**src/rtl/div_unit_p.sv**
```systemverilog
// Multi-cycle restoring integer divider with start/busy/done handshake and abort.
// Define DIV_EARLY_TERM_EN to skip leading zero bits of the dividend magnitude.
module div_unit_p #(
  parameter int WIDTH = 32
) (
  input  logic             wb_clk_i,
  input  logic             rst,
  input  logic             start,
  input  logic             abort,
  input  logic             is_signed,
  input  logic             want_rem,
  input  logic [WIDTH-1:0] dividend,
  input  logic [WIDTH-1:0] divisor,
  output logic             busy,
  output logic             done,
  output logic [WIDTH-1:0] result,
  output logic             div_by_zero
);
  localparam int CW = $clog2(WIDTH + 1);

  typedef enum logic [1:0] {IDLE, CALC, FIXUP} state_t;

  state_t           state_q;
  logic [WIDTH-1:0] rem_q, quo_q, dvs_q;
  logic [CW-1:0]    cnt_q;
  logic             neg_a_q, neg_b_q, rem_sel_q, dbz_q;

  logic             sgn_a, sgn_b;
  logic [WIDTH-1:0] mag_a, mag_b, quo_load;
  logic [CW-1:0]    steps;
  logic [WIDTH:0]   part;
  logic             ge;
  logic [WIDTH-1:0] rem_d, quo_d, quo_fin, rem_fin;

  function automatic logic [WIDTH-1:0] cneg(input logic [WIDTH-1:0] v, input logic n);
    return n ? (~v + {{(WIDTH-1){1'b0}}, 1'b1}) : v;
  endfunction

`ifdef DIV_EARLY_TERM_EN
  logic [CW-1:0] lz;

  function automatic logic [CW-1:0] lzc(input logic [WIDTH-1:0] v);
    logic [CW-1:0] n;
    logic          found;
    n     = '0;
    found = 1'b0;
    for (int i = WIDTH - 1; i >= 0; i--) begin
      if (!found) begin
        if (v[i]) found = 1'b1;
        else      n = n + CW'(1);
      end
    end
    return n;
  endfunction
`endif

  always_comb begin
    sgn_a = is_signed & dividend[WIDTH-1];
    sgn_b = is_signed & divisor[WIDTH-1];
    mag_a = cneg(dividend, sgn_a);
    mag_b = cneg(divisor, sgn_b);
`ifdef DIV_EARLY_TERM_EN
    // Pre-shift so the first CALC step already sees the top set bit.
    lz       = lzc(mag_a);
    steps    = (lz == CW'(WIDTH)) ? CW'(1) : CW'(WIDTH) - lz;
    quo_load = mag_a << (CW'(WIDTH) - steps);
`else
    steps    = CW'(WIDTH);
    quo_load = mag_a;
`endif
    // Partial remainder stays below the divisor, so the difference fits WIDTH bits.
    part    = {rem_q, quo_q[WIDTH-1]};
    ge      = part >= {1'b0, dvs_q};
    rem_d   = ge ? (part[WIDTH-1:0] - dvs_q) : part[WIDTH-1:0];
    quo_d   = {quo_q[WIDTH-2:0], ge};
    quo_fin = dbz_q ? quo_q : cneg(quo_q, neg_a_q ^ neg_b_q);
    rem_fin = cneg(rem_q, neg_a_q);
  end

  assign busy = (state_q != IDLE);

  always_ff @(posedge wb_clk_i) begin
    if (rst) begin
      state_q     <= IDLE;
      rem_q       <= '0;
      quo_q       <= '0;
      dvs_q       <= '0;
      cnt_q       <= '0;
      neg_a_q     <= 1'b0;
      neg_b_q     <= 1'b0;
      rem_sel_q   <= 1'b0;
      dbz_q       <= 1'b0;
      done        <= 1'b0;
      result      <= '0;
      div_by_zero <= 1'b0;
    end else begin
      done <= 1'b0;
      case (state_q)
        IDLE: begin
          if (start && !abort) begin
            dvs_q     <= mag_b;
            neg_a_q   <= sgn_a;
            neg_b_q   <= sgn_b;
            rem_sel_q <= want_rem;
            cnt_q     <= steps;
            if (divisor == '0) begin
              // Remainder path re-applies the sign, restoring the raw dividend.
              dbz_q   <= 1'b1;
              rem_q   <= mag_a;
              quo_q   <= '1;
              state_q <= FIXUP;
            end else begin
              dbz_q   <= 1'b0;
              rem_q   <= '0;
              quo_q   <= quo_load;
              state_q <= CALC;
            end
          end
        end
        CALC: begin
          if (abort) begin
            state_q <= IDLE;
          end else begin
            rem_q <= rem_d;
            quo_q <= quo_d;
            cnt_q <= cnt_q - CW'(1);
            if (cnt_q == CW'(1)) state_q <= FIXUP;
          end
        end
        FIXUP: begin
          if (!abort) begin
            result      <= rem_sel_q ? rem_fin : quo_fin;
            div_by_zero <= dbz_q;
            done        <= 1'b1;
          end
          state_q <= IDLE;
        end
        default: state_q <= IDLE;
      endcase
    end
  end
endmodule
```
**config.mk**
```make
export PLATFORM = sky130hd
export DESIGN_NAME = div_unit_p
export DESIGN_NICKNAME = d
export VERILOG_FILES = /design/src/rtl/div_unit_p.sv
export SDC_FILE = /design/constraint.sdc
export NUM_CORES = 1
export LEC_CHECK = 0
export CAP_MARGIN = 20
export CORE_MARGIN = 2
export CORE_UTILIZATION = 24
export DETAILED_ROUTE_END_ITERATION = 10
export PLACE_DENSITY = 0.43
export SLEW_MARGIN = 10
export SYNTH_ARGS = -nofsm -noshare
export SYNTH_HDL_FRONTEND = slang
export SYNTH_SLANG_ARGS = --single-unit
```
**constraint.sdc**
```tcl
create_clock -name wb_clk_i -period 3 [get_ports wb_clk_i]
set_input_delay 0.75 -clock wb_clk_i [delete_from_list [all_inputs] [get_ports wb_clk_i]]
set_output_delay 0.75 -clock wb_clk_i [all_outputs]
set_load 0.005 [all_outputs]
```
==> reports/results.tsv <==
stage	metric	value	unit
global_route	grt_usage	0.1705	
die	fp.coreArea	0.04412	mm²
timing	worst_pin_slew	0.9031	ns
setup_path	r2r_setup_slack	0.04	ns
die	die_y	215.3	µm
synth	synthesis.nets	1547	
detailed_routing	initialDrtViolationCount	516	
setup_path	crit_fanout	4	
detailed_routing	viasPerCell	4.784	
clocking	clock-root-buffer	clkbuf_16	
clocking	cts_sinks	142	
min_path	whs_path_depth	2	
synth	synth_edf_count	0	
timing	rsz0062_at_grt	true	
synth	syn_avg_cell_area	7.452	µm²
die	dieArea	0.04635	mm²
clocking	cts_buffers	17	
synth	ys_types	75	
timing	setup_viol	0	
min_path	whs_endpoint	result[28]	
synth	ys.warnings.count	0	
placement	routabilityCongestion	0.8545	
setup_path	max_stage_delay	0.54	ns
detailed_routing	first_pass_iters	4	
final_layout	seq_area	0.002854	mm²
synth	seq_area_frac_synth	0.2653	
final_layout	final_common_cell	buf_4	
placement	dp_hpwl	31800	µm
global_route	antenna_found_initial	0	
power	leakage	5.902	nW
power	cellPowerDensity	472.0	mW/mm²
clocking	cts_tree	yes	
setup_path	critPathLaunchType	register	
final_layout	final_area	0.01510	mm²
synth	synth_ff_type	dfxtp_1	
clocking	cts.htree.levels	4	
global_route	overflow	0	
detailed_routing	routed_wl	40000	µm
timing	slew_headroom	0.3979	
run	cap_violations	0	
synth	synthArstFlopShare	0	
placement	placed_area	0.01411	mm²
detailed_routing	wl_per_cell	17.14	µm
setup_path	reg2regPathDepth	11	
timing	fmax	337.5	MHz
final_layout	mostFrequentLayoutCells	buf_4 (246), nor2_1 (159), nand2_1 (157), a21oi_1 (148), dfxtp_1 (137)	
clocking	cts.path.max_buffers	2	
die	initial_core_util	0.2428	
synth	synth_seq_cells	142	
synth	synth_area_leader_cell	dfxtp_1	
detailed_routing	post-route-drc-count	0	
clocking	path_clk_slew	0.06	ns
clocking	hold_buffers	0	
clocking	insertion_delay	0.44	ns
timing	final_hold_viol_count	0	
final_layout	num-fill-cells	4755	
setup_path	crit_path_top_delay_cell	or4_4	
power	peakVddDrop	0.4128	mV
setup_path	arrival	3.28	ns
setup_path	path_cells	inv_4 -> ha_4 -> nor3b_4 -> nand4_2 -> or4_4 -> or4_4 -> o41ai_4 -> xor2_1 -> nand2_1 -> o211ai_1 -> a21oi_1	
setup_path	cp_common_cell	or4_4	
global_route	grt_pass1_wl	62000	µm
setup_path	required	3.32	ns
setup_path	critPathKind	register to register	
status	status	complete, no violations	
detailed_routing	antenna_left	0	
timing	final.period_utilization	0.9878	
global_route	grt_pass1_vias	10730	
min_path	hold_start	result[28]	
synth	syn_inst	1438	
final_layout	multi_input_area	0.007584	mm²
synth	synth_area	0.01072	mm²
final_layout	antenna_cells	0	
timing	period_minus_slack	2.963	ns
min_path	hold_class	register to register	
die	ios	105	
timing	finClkSkew	0.01184	ns
timing	maxSlewViolCount	0	
setup_path	worstSetupStartpoint	rem_q[0]	
global_route	grt_max_degree	66	
final_layout	area_growth_syn_to_layout	40.89	%
die	rows	77	
setup_path	r2r-start	rem_q[0]	
setup_path	r2r-end	result[28]	
power	power.total	7.126	mW
placement	portBuffers	104	
detailed_routing	via_count	11170	
synth	synth_area_leaders	dfxtp_1 (27%), a21oi_1 (7.4%), xnor2_1 (5.9%)	
synth	synth_top_cell_area_share	0.2653	
final_layout	nets	1838	
setup_path	crit_path_end_kind	register	
final_layout	drive_gt1_frac	0.2279	
die	die_w	215.3	µm
==> Yosys cell counts (28+ instances only) <==
library cell,n
nor2_1,163
ha_1,38
nor3_1,43
dfxtp_1,142
nand2_1,160
o221ai_1,28
inv_1,57
a211oi_1,64
xor2_1,67
a21oi_1,158
xnor2_1,72
clkbuf_1,76
o21ai_0,61
==> layer usage <==
layer | GRT usage | wire (µm) | part of all wire | vias to the layer above
li1 | - | - | - | 5757
met2 | 0.2684 | 17490 | 0.44 | 240
met5 | 0 | 0 | 0 | -
met1 | 0.2437 | 20370 | 0.51 | 5137
met3 | 0.01925 | 1388 | 0.035 | 33
met4 | 0.04966 | 762 | 0.019 | 0
==> through the flow <==
stage	cells	util	setup WS [ns]	hold slack [ns]	TNS [ns]
floorplan	1438	-	0.01298	0.4319	0
global placement	2291	0.3197	-0.4759	0.4413	-26.07
detailed placement	2291	0.3197	-0.6035	0.4467	-32.13
CTS	2326	0.3346	0.007994	0.4557	0
global route	2334	0.3421	-0.07403	0.4835	-0.1611
finish	2334	0.3421	0.03662	0.4528	0
==> power breakdown <==
part           internal (mW)  switching, mW
Sequential              2.00          0.133
Combinational           1.41           1.55
Clock                   1.15          0.884
Total                   4.56           2.57
==> critical path, delay by kind of cell (launching register included) <==
| family | cells | cell delay [ns] |
|---|---|---|
| AOI/OAI and AO/OA | 3 | 0.66 |
| buffers and inverters | 1 | 0.06 |
| adders and majority gates | 1 | 0.13 |
| DFF | 1 | 0.36 |
| and+or+nand+nor | 5 | 1.45 |
| xor gates and xnor gates | 1 | 0.17 |
==> repair_timing <==
action                     4_1_cts  5_1_grt
resized for setup               25       66
buffers inserted                 1        8
gates cloned                     2        0
setup endpoints to repair       27       38
pin swaps                       15       38
==> layout make-up <==
class,count,share of cell area
sequential,142,0.1890
tap,592,0.04906
multi-input combinational,1145,0.5023
clock buffer,20,0.02959
inverter,58,0.01475
clock inverter,12,0.006382
timing repair buffer,365,0.2089
==> cell families (layout without fill, tap and decap cells) <==
kind of cell	count (synthesis)	after routing	share of synthesized area
AND/OR/NAND/NOR	499	499	0.2201
XOR/XNOR	139	139	0.1136
buffers and inverters	151	455	0.06072
multiplexers	23	23	0.02312
adder cells (fa/ha/maj)	39	39	0.04624
flip-flops	142	142	0.2653
AO/OA/AOI/OAI	445	445	0.2709
==> state kept, by name, indices dropped and copies added (netlist names) <==
signal / cells
result: 32
div_by_zero: 1
dvs_q: 32
rem_q: 32
done: 1
neg_a_q: 1
neg_b_q: 1
state_q: 2
rem_sel_q: 1
cnt_q: 6
quo_q: 32
dbz_q: 1
==> how the worst max path moves through the flow <==
stage	to	depth (start not counted)	slack (ns)
after CTS	result[28]	11	0.008
final	result[28]	11	0.04
after global routing	result[28]	11	-0.07
after global placement	rem_q[23]	11	-0.48
after floorplan	rem_q[31]	9	0.01
after detailed placement	rem_q[12]	10	-0.60
No activity file was read; power rests on OpenSTA's default activity.
